### src/rtl/egress_pkg.sv
`default_nettype none
// +----------------------------------------------------------------------------+
// | egress_pkg : shared types and widths for the egress port drain             |
// | Rev 1.0                                                                    |
// +----------------------------------------------------------------------------+
package egress_pkg;

  localparam int ADDR_W = 8;
  localparam int DATA_W = 8;

  typedef enum logic [1:0] {
    IDLE = 2'd0,
    READ = 2'd1,
    GAP  = 2'd2
  } drain_state_t;

  typedef struct packed {
    logic [ADDR_W-1:0] addr;
    logic [DATA_W-1:0] data;
  } drain_word_t;

endpackage
`default_nettype wire

### src/rtl/sync_fifo_fwft.sv
`default_nettype none
// +----------------------------------------------------------------------------+
// | sync_fifo_fwft : first-word-fall-through FIFO, head masked to 0 when empty |
// | Rev 1.0                                                                    |
// +----------------------------------------------------------------------------+
module sync_fifo_fwft #(
  parameter int  DEPTH = 8,
  parameter type T     = logic [7:0]
) (
  input  logic                         clk,
  input  logic                         rst,
  input  logic                         i_push,
  input  T                             i_data,
  input  logic                         i_pop,
  output T                             o_head,
  output logic                         o_valid,
  output logic [$clog2(DEPTH+1)-1:0]   o_count
);

  localparam int COUNT_W = $clog2(DEPTH+1);
  localparam int PTR_W   = $clog2(DEPTH);
  localparam logic [COUNT_W-1:0] c_full = COUNT_W'(DEPTH);

  T                   r_mem [DEPTH];
  logic [PTR_W-1:0]   r_wr_ptr;
  logic [PTR_W-1:0]   r_rd_ptr;
  logic [COUNT_W-1:0] r_count;

  logic w_do_push;
  logic w_do_pop;

  assign w_do_push = i_push && (r_count != c_full);
  assign w_do_pop  = i_pop  && (r_count != '0);

  always_ff @(posedge clk) begin
    if (w_do_push) begin
      r_mem[r_wr_ptr] <= i_data;
    end
  end

  always_ff @(posedge clk) begin
    if (rst) begin
      r_wr_ptr <= '0;
      r_rd_ptr <= '0;
      r_count  <= '0;
    end else begin
      if (w_do_push) r_wr_ptr <= r_wr_ptr + 1'b1;
      if (w_do_pop)  r_rd_ptr <= r_rd_ptr + 1'b1;
      case ({w_do_push, w_do_pop})
        2'b10:   r_count <= r_count + 1'b1;
        2'b01:   r_count <= r_count - 1'b1;
        default: r_count <= r_count;
      endcase
    end
  end

  // Storage is not reset, so the head is masked to keep it clean while empty.
  assign o_valid = (r_count != '0);
  assign o_head  = o_valid ? r_mem[r_rd_ptr] : '0;
  assign o_count = r_count;

endmodule
`default_nettype wire

### src/rtl/egress_port_drain.sv
`default_nettype none
// +----------------------------------------------------------------------------+
// | egress_port_drain : reads switch words, keeps matching ones in a FIFO      |
// | Rev 1.0                                                                    |
// +----------------------------------------------------------------------------+
module egress_port_drain
  import egress_pkg::*;
#(
  parameter int DEPTH = 8,
  parameter int CNT_W = 16
) (
  input  logic                         clk,
  input  logic                         rst_b,
  input  logic                         valid_out,
  input  logic [ADDR_W-1:0]            addr_out,
  input  logic [DATA_W-1:0]            data_out,
  output logic                         data_rd,
  input  logic [ADDR_W-1:0]            my_addr,
  output logic                         sink_valid,
  output logic [ADDR_W-1:0]            sink_addr,
  output logic [DATA_W-1:0]            sink_data,
  input  logic                         sink_ready,
  output logic [$clog2(DEPTH+1)-1:0]   fifo_count,
  output logic [CNT_W-1:0]             pkt_cnt,
  output logic [CNT_W-1:0]             drop_cnt
);

  localparam int FCNT_W = $clog2(DEPTH+1);
  localparam logic [FCNT_W-1:0] c_full    = FCNT_W'(DEPTH);
  localparam logic [CNT_W-1:0]  c_cnt_max = '1;

  drain_state_t r_state;
  drain_state_t w_state_nxt;

  logic        w_match;
  logic        w_push;
  logic        w_drop;
  logic        w_pop;
  drain_word_t w_wr_word;
  drain_word_t w_head;

  logic [CNT_W-1:0] r_pkt_cnt;
  logic [CNT_W-1:0] r_drop_cnt;

  always_ff @(posedge clk) begin
    if (rst_b) begin
      r_state <= IDLE;
    end else begin
      r_state <= w_state_nxt;
    end
  end

  // Only one read is ever outstanding, so the registered count is an exact full check.
  always_comb begin
    w_state_nxt = r_state;
    case (r_state)
      IDLE:    if (valid_out && (fifo_count != c_full)) w_state_nxt = READ;
      READ:    w_state_nxt = GAP;
      GAP:     w_state_nxt = IDLE;
      default: w_state_nxt = IDLE;
    endcase
  end

  assign data_rd   = (r_state == READ);
  assign w_match   = (addr_out == my_addr);
  assign w_push    = data_rd && w_match;
  assign w_drop    = data_rd && !w_match;
  assign w_pop     = sink_valid && sink_ready;
  assign w_wr_word = '{addr: addr_out, data: data_out};

  always_ff @(posedge clk) begin
    if (rst_b) begin
      r_pkt_cnt  <= '0;
      r_drop_cnt <= '0;
    end else begin
      if (w_push && (r_pkt_cnt != c_cnt_max))  r_pkt_cnt  <= r_pkt_cnt + 1'b1;
      if (w_drop && (r_drop_cnt != c_cnt_max)) r_drop_cnt <= r_drop_cnt + 1'b1;
    end
  end

  sync_fifo_fwft #(
    .DEPTH (DEPTH),
    .T     (drain_word_t)
  ) u_fifo (
    .clk     (clk),
    .rst     (rst_b),
    .i_push  (w_push),
    .i_data  (w_wr_word),
    .i_pop   (w_pop),
    .o_head  (w_head),
    .o_valid (sink_valid),
    .o_count (fifo_count)
  );

  assign sink_addr = w_head.addr;
  assign sink_data = w_head.data;
  assign pkt_cnt   = r_pkt_cnt;
  assign drop_cnt  = r_drop_cnt;

endmodule
`default_nettype wire

### config.mk
export PLATFORM = sky130hd
export DESIGN_NAME = egress_port_drain
export DESIGN_NICKNAME = d
export VERILOG_FILES = /design/src/rtl/egress_pkg.sv /design/src/rtl/sync_fifo_fwft.sv /design/src/rtl/egress_port_drain.sv
export SDC_FILE = /design/constraint.sdc
export NUM_CORES = 1
export LEC_CHECK = 0
export BUFFER_PORTS_ARGS = -buffer_cell sky130_fd_sc_hd__buf_2
export CORE_MARGIN = 2
export CORE_UTILIZATION = 55
export CTS_BUF_LIST = sky130_fd_sc_hd__clkbuf_4
export DETAILED_ROUTE_END_ITERATION = 12
export MAX_ROUTING_LAYER = met4
export PLACE_DENSITY = 0.76
export SLEW_MARGIN = 40
export SYNTH_ARGS = -nofsm -noshare
export SYNTH_HDL_FRONTEND = slang
export SYNTH_HIERARCHICAL = 1
export SYNTH_SLANG_ARGS = --single-unit
### constraint.sdc
create_clock -name clk -period 8.4 [get_ports clk]
set_clock_uncertainty 0.1 [all_clocks]
set_input_delay 0.42 -clock clk [delete_from_list [all_inputs] [get_ports clk]]
set_output_delay 0.42 -clock clk [all_outputs]
set_load 0.005 [all_outputs]
==> impl_metrics.py, run 1 <==
metrics = {
    "worst_setup_path": {
        "crit-reg2reg-launch": "r_state[1]",
        "slowest_delay_ps": 680,
        "cpMaxStageDelayCell": "or3_1",
        "worst_setup_path_start_kind": "input pin",
        "r2r_slack_ps": 5090,
        "path_max_fanout": 28,
        "r2r_end": "u_fifo/r_mem[7][8]",
        "endpoint": "u_fifo/r_mem[7][8]",
        "startpoint": "addr_out[0]",
        "r2r_cells": 7,
        "path_class": "in -> reg",
        "cp.arrival_ps": 3540,
        "crit_path_end_kind": "flip-flop",
        "crit_chain": "buf_2 > xnor2_1 > nand4_1 > or3_1 > inv_1 > o21ai_4 > or2_1 > nor2_1 > buf_4",
        "required_ps": 8550,
    },
    "logic_synthesis": {
        "synth.largest_area_cell": "edfxtp_1",
        "synth_nets": 531,
        "ys_ff_latch": 175,
        "ys_types": 50,
        "synth-edff-count": 128,
        "async_flop_share_pct": 0,
        "synth_warnings": 6,
        "synth_top_area_share_pct": 52.2,
        "avgSynthCellArea_um2": 14.9,
        "yosysSeqAreaShare_pct": 64.9,
        "synthTopCellsByArea": "edfxtp_1 52%, dfxtp_1 13%, mux4_2 9.8%",
        "netlist_instances": 496,
        "synth_area_mm2": 0.00737,
        "synth-main-ff-cell": "edfxtp_1",
    },
    "layout": {
        "fin_area_mm2": 0.00836,
        "area_delta_synth_final_pct": 13.4,
        "drive_gt1_share_pct": 29.0,
        "fin_nets": 627,
        "final_common_cell": "edfxtp_1",
        "layout_common_cells": "128 x edfxtp_1, 80 x buf_2, 44 x dfxtp_1",
        "diodes": 0,
    },
    "sta": {
        "fmax_mhz": 296,
        "min_period_ps": 3380,
        "final_hold_viol_count": 0,
        "report.final.slew_viol_count": 0,
        "max_slew.worst_pin.slew_ps": 713,
        "finalSetupTns_ps": 0,
        "setup_viol": 0,
        "slew_headroom_pct": 52.3,
        "fin_crit_sh_pct": 40.3,
        "rsz0062_at_grt": "no",
    },
    "run": {
        "maxCapViolCount": 0,
    },
    "clock_tree": {
        "root_buffer": "clkbuf_4",
        "cts_buffers": 17,
        "cts.sinks": 175,
        "cts_buffer_depth": 2,
        "clkLatencyLatePin_ps": 540,
        "clkTransAtPathRegs_ps": 130,
        "cts_htree_levels": 4,
        "cts_resized": 0,
        "cts_tree": "built",
    },
    "route": {
        "wl_um": 14000,
        "drt_iter0_drc": 316,
        "dr.pass1.iters": 4,
        "routedWlPerCell_um": 18.0,
        "vias": 4501,
        "drtAntennaViolNets": 0,
        "drc": 0,
        "viasPerCell": 5.77,
    },
    "power_and_ir_drop": {
        "p_sw_share_pct": 20.7,
        "ir_drop_uv": 101,
        "power_density_mw_per_mm2": 164,
        "pwr-share-seq_pct": 67.6,
        "p_int_mw": 1.09,
        "power.leakage_nw": 2.82,
        "switchingPower_uw": 284,
        "comb_power_share_pct": 2.4,
        "clkPwrFrac_pct": 30.0,
    },
    "placement": {
        "portBuffers": 81,
        "finalWeightedCongestion": 0.828,
        "dp_hpwl_um": 9470,
        "postPlaceCellArea_mm2": 0.00805,
    },
    "global_route": {
        "grt_usage_pct": 21.8,
        "grt_max_degree": 55,
        "grt_pass1_wl_um": 23000,
        "grt-ovfl-total": 0,
        "grt_pass1_vias": 4540,
        "antenna_found_initial": 0,
    },
    "hold_path": {
        "worstHoldPathCells": 1,
        "hp-class": "in -> reg",
    },
    "floorplanning": {
        "fp-row-count": 42,
        "core_mm2": 0.0131,
        "io-pin-count": 82,
        "dieWidth_um": 120,
        "start_util_pct": 56.1,
        "die_h_um": 120,
        "dieArea_mm2": 0.0143,
    },
    "status": {
        "outcome": "completed",
    },
}
## repair_timing
| item | in CTS | in global routing |
|---|---|---|
| hold endpoints to repair | 44 | 0 |
| hold buffers | 7 | 0 |
| setup buffers | 0 | 0 |
## per-layer routing
metal  share of wire (%)  vias to the layer above  track usage (%)  wire, µm
met4                 1.1                        0             6.25       148
met5                   0                        -                -         0
met2                  51                      121             35.1      7110
met1                  43                     2234             27.9      6080
met3                 5.0                       11             5.18       703
li1                    -                     2135                -         -
## critical path, delay by kind of cell
kind / cells / cell delay [ps]
AOI/OAI and AO/OA: 1 / 180
xor gates and xnor gates: 1 / 340
buffers and inverters: 3 / 770
and+or+nand+nor: 4 / 1810
## final cells by class
class | count | area, µm²
clock inverters | 12 | 95.1
multi-input cells | 292 | 2490
flip-flops and latches | 175 | 4790
clock buffers | 19 | 143
inverters | 6 | 25.0
well taps | 176 | 220
repair buffers | 100 | 594
fillers | 982 | 4780
## worst min-delay path by stage
stage           startpoint                  to  slack, ps
2_1_floorplan   r_state[1]          r_state[0]        290
3_3_place_gp    r_state[1]          r_state[0]        300
3_5_place_dp    r_state[1]          r_state[0]        310
4_1_cts        data_out[6]  u_fifo/r_mem[6][6]          3
5_1_grt        data_out[6]  u_fifo/r_mem[6][6]        0.2
6_report       data_out[6]  u_fifo/r_mem[6][6]         50
## registers in the layout, indices dropped and copies added, names as in the netlist, named ones only
signal and flops:
u_fifo/r_mem 128, drop_cnt 16, pkt_cnt 16, u_fifo/o_count 4, u_fifo/r_rd_ptr 3, u_fifo/r_wr_ptr 3, r_state 2
## metrics by stage
step | power (mW) | worst slack [ps] | std cells | utilization, % | hold slack [ps]
after global placement | 0.975 | 4580 | 735 | 60.6 | 299
final | 1.37 | 5020 | 780 | 63.6 | 51.6
after floorplan | 0.958 | 4750 | 496 | - | 289
after global routing | 1.42 | 4790 | 780 | 63.6 | 0.188
after CTS | 1.38 | 5070 | 780 | 63.6 | 3.39
after detailed placement | 0.976 | 4470 | 742 | 61.2 | 306
## cell families (layout without fill, tap and decap cells)
logic type                 count (synthesis)  count (layout)  share of synthesized area (%)
adders and majority gates                  7               7                           1.19
muxes                                     60              60                           13.7
buffers and inverters                     29             137                           2.11
DFF                                      175             175                           64.9
and+or+nand+nor                          153             153                           11.6
AOI/OAI and AO/OA                         57              57                           4.57
xor gates and xnor gates                  15              15                           1.88
## cell usage after synthesis (3+ instances only)
library cell	count
a21oi_1	26
and3_1	7
and4_1	3
buf_1	5
buf_2	4
buf_4	4
buf_6	3
clkbuf_1	6
dfxtp_1	47
edfxtp_1	128
ha_1	7
inv_1	5
mux2_2	7
mux2i_1	20
mux4_2	32
nand2_1	13
nand2b_1	7
nand3_1	14
nand4_1	9
nor2_1	41
nor2b_1	7
nor3_1	9
nor4_1	6
o21ai_0	13
o31ai_1	11
or3_1	14
or4_1	10
xnor2_1	9
xor2_1	5
## power by group through the flow
stage / Combinational [mW] / Clock, mW / Sequential, mW
after global routing: 0.0369 / 0.456 / 0.926
after global placement: 0.0293 / 0 / 0.946
after CTS: 0.0333 / 0.422 / 0.926
after detailed placement: 0.0307 / 0 / 0.946
after floorplan: 0.0119 / 0 / 0.946
final: 0.0330 / 0.410 / 0.926
No activity file was read; power rests on OpenSTA's default activity.
==> run 2: changes to the inputs <==
Settings changed: ABC_AREA from default to 1, PLACE_DENSITY 0.76 to 0.78.
Clock period 8.4 ns to 3 ns, I/O delays scaled along.
==> run 2 against run 1 <==
Net effect: sequential share of layout area down 4.8 points; design area rose by 9.0%; core utilization decreased by 0.44 points; via count increased by 34%; worst setup slack got worse by 4700 ps; die area is 8.8% higher; highest routed layer unchanged; critical path type is now reg -> out; hold slack improved by 72 ps; critical endpoint is now sink_addr[7]; synthesized area rose by 9.1%; sequential power rose to 2.8 times the previous value; clock-buffer cell count shrank 2; register-to-register slack worse by 4500 ps.
==> impl_metrics.py, run 2 <==
metrics = {
    "global_route": {
        "grt_usage_pct": 22.5,
        "grt_max_degree": 65,
        "grt_pass1_vias": 5600,
        "grt-ovfl-total": 0,
        "grt_pass1_wl_um": 27000,
        "antenna_found_initial": 3,
    },
    "logic_synthesis": {
        "netlist_instances": 853,
        "synthTopCellsByArea": "edfxtp_1 48%, dfxtp_1 12%, nor2_1 9.1%",
        "synth_area_mm2": 0.00804,
        "ys_ff_latch": 175,
        "synth_top_area_share_pct": 47.8,
        "synth_warnings": 6,
        "synth-main-ff-cell": "edfxtp_1",
        "ys_types": 35,
        "async_flop_share_pct": 0,
        "synth.largest_area_cell": "edfxtp_1",
        "synth-edff-count": 128,
        "yosysMostFrequentCell": "nor2_1",
        "yosysSeqAreaShare_pct": 59.5,
        "synth_nets": 888,
        "yosys-top-cells-count": "194 x nor2_1, 148 x nand2_1, 128 x edfxtp_1, 79 x inv_1, 59 x o21ai_0",
        "avgSynthCellArea_um2": 9.42,
    },
    "clock_tree": {
        "cts_buffer_depth": 2,
        "cts_tree": "built",
        "clkTransAtPathRegs_ps": 130,
        "cts_buffers": 17,
        "clkLatencyLatePin_ps": 560,
        "cts.sinks": 175,
        "cts_htree_levels": 4,
        "cts_resized": 0,
        "post_cts_buffers": 0,
        "root_buffer": "clkbuf_4",
        "postCtsHoldBufs": 19,
    },
    "route": {
        "wl_um": 16500,
        "routedWlPerCell_um": 14.2,
        "vias": 6036,
        "drc": 0,
        "drtAntennaViolNets": 0,
        "drt_iter0_drc": 522,
        "viasPerCell": 5.21,
        "dr.pass1.iters": 5,
    },
    "layout": {
        "layout_common_cells": "194 x nor2_1, 148 x nand2_1, 128 x edfxtp_1",
        "seq_area_mm2": 0.00479,
        "drive_gt1_share_pct": 16.1,
        "fin_nets": 993,
        "fillers": 1199,
        "top_register": "u_fifo/r_mem",
        "multi_input_area_mm2": 0.00276,
        "area_delta_synth_final_pct": 13.3,
        "final_common_cell": "nor2_1",
        "largest_reg_flops": 128,
        "instances_no_fill": 1158,
        "fin_area_mm2": 0.00911,
    },
    "hold_path": {
        "hp-class": "in -> reg",
        "hold_path_end": "pkt_cnt[3]",
        "worstHoldPathCells": 9,
        "min_from": "my_addr[7]",
    },
    "run": {
        "maxCapViolCount": 0,
    },
    "floorplanning": {
        "dieArea_mm2": 0.0156,
        "dieWidth_um": 125,
        "start_util_pct": 55.7,
        "io-pin-count": 82,
        "die_h_um": 125,
        "core_mm2": 0.0144,
        "fp-row-count": 44,
    },
    "power_and_ir_drop": {
        "ir_drop_uv": 215,
        "power_density_mw_per_mm2": 456,
        "power_mw": 4.15,
        "power.leakage_nw": 3.71,
    },
    "worst_setup_path": {
        "worst_setup_path_start_kind": "flip-flop",
        "cpMostUsedCell": "nor2_1",
        "path_max_fanout": 16,
        "path_class": "reg -> out",
        "cp.arrival_ps": 2380,
        "crit_path_end_kind": "output port",
        "crit-reg2reg-launch": "u_fifo/o_count[2]",
        "r2r_slack_ps": 610,
        "r2r_cells": 14,
        "slowest_delay_ps": 700,
        "r2r_end": "u_fifo/o_count[2]",
        "required_ps": 2750,
        "crit_chain": "inv_1 > o21ai_0 > o22ai_1 > nor2_1 > nor2_1 > buf_2",
        "cpMaxStageDelayCell": "dfxtp_1",
    },
    "sta": {
        "slew_headroom_pct": 49.6,
        "final_hold_viol_count": 0,
        "setup_viol": 0,
        "hold_ws_ps": 124,
        "fmax_mhz": 380,
        "finalSetupTns_ps": 0,
        "max_slew.worst_pin.slew_ps": 755,
        "min_period_ps": 2630,
        "report.final.slew_viol_count": 0,
        "fin_crit_sh_pct": 87.7,
        "rsz0062_at_grt": "no",
    },
    "placement": {
        "finalWeightedCongestion": 0.883,
        "dp_cells": 1104,
        "postPlaceCellArea_mm2": 0.00862,
        "portBuffers": 81,
        "dp_hpwl_um": 10300,
    },
    "status": {
        "outcome": "completed",
    },
}
==> run 2: cell types whose count changed in the layout (fill, tap and decap cells not counted), moves of 20 or more <==
cell | before | now
nor2_1 | 40 | 194
nand2_1 | 13 | 148
o21ai_0 | 13 | 59
mux4_2 | 32 | 0
mux2i_1 | 20 | 0
inv_1 | 5 | 79
==> run 2: worst max-delay path by stage <==
stage / startpoint / end / slack, ps / cells past startpoint
finish: flip-flop / sink_addr[7] / 370 / 6
CTS: flip-flop / sink_addr[7] / 300 / 6
global route: addr_out[2] / u_fifo/o_count[2] / 140 / 20
detailed placement: addr_out[0] / u_fifo/o_count[2] / 370 / 17
global placement: addr_out[0] / u_fifo/o_count[2] / 440 / 17
floorplan: r_state[0] / u_fifo/r_mem[5][0] / 580 / 8
==> run 2: worst max-delay path: cells and delay by family, from the launching register on <==
family                 cells  cell delay [ps]
buffers and inverters      2              580
AO/OA/AOI/OAI              2              320
AND/OR/NAND/NOR            2              230
flip-flops                 1              700
==> run 2: layout make-up <==
class	count	area share, %
sequential	175	52.5
multi-input combinational	567	30.3
timing repair buffer	116	7.99
inverter	81	3.34
tap	184	2.53
clock inverter	15	1.84
clock buffer	17	1.40
antenna	3	0.0824
==> run 2: cell families (layout without fill, tap and decap cells) <==
family          count (synthesis)  in the layout  share of synthesized area [%]
simple gates                  408            408                           21.5
xor+xnor                       25             25                           2.72
flops                         175            175                           59.5
compound gates                127            127                           9.04
buf+inv                       111            229                           6.15
fa+ha+maj                       7              7                           1.09
other cells                     0              3                              0
==> run 2: layer usage <==
layer | wire [µm] | global-route usage (%) | vias to the layer above
li1 | - | - | 3050
met1 | 7310 | 28.3 | 2793
met2 | 7950 | 36.8 | 174
met3 | 1010 | 4.73 | 19
met4 | 233 | 7.32 | 0
met5 | 0 | - | -
==> run 2: per-stage QoR <==
| stage | utilization [%] | setup WS (ps) |
|---|---|---|
| finish | 63.2 | 368 |
| global route | 63.2 | 138 |
| CTS | 63.1 | 297 |
| detailed placement | 59.8 | 368 |
| global placement | 59.8 | 443 |
| floorplan | - | 582 |
==> run 2: report_power, final <==
part           leakage, nW  internal (mW)  switching [mW]
clock                0.149          0.573           0.798
sequential            1.53           2.60          0.0136
combinational         2.03         0.0671          0.0985
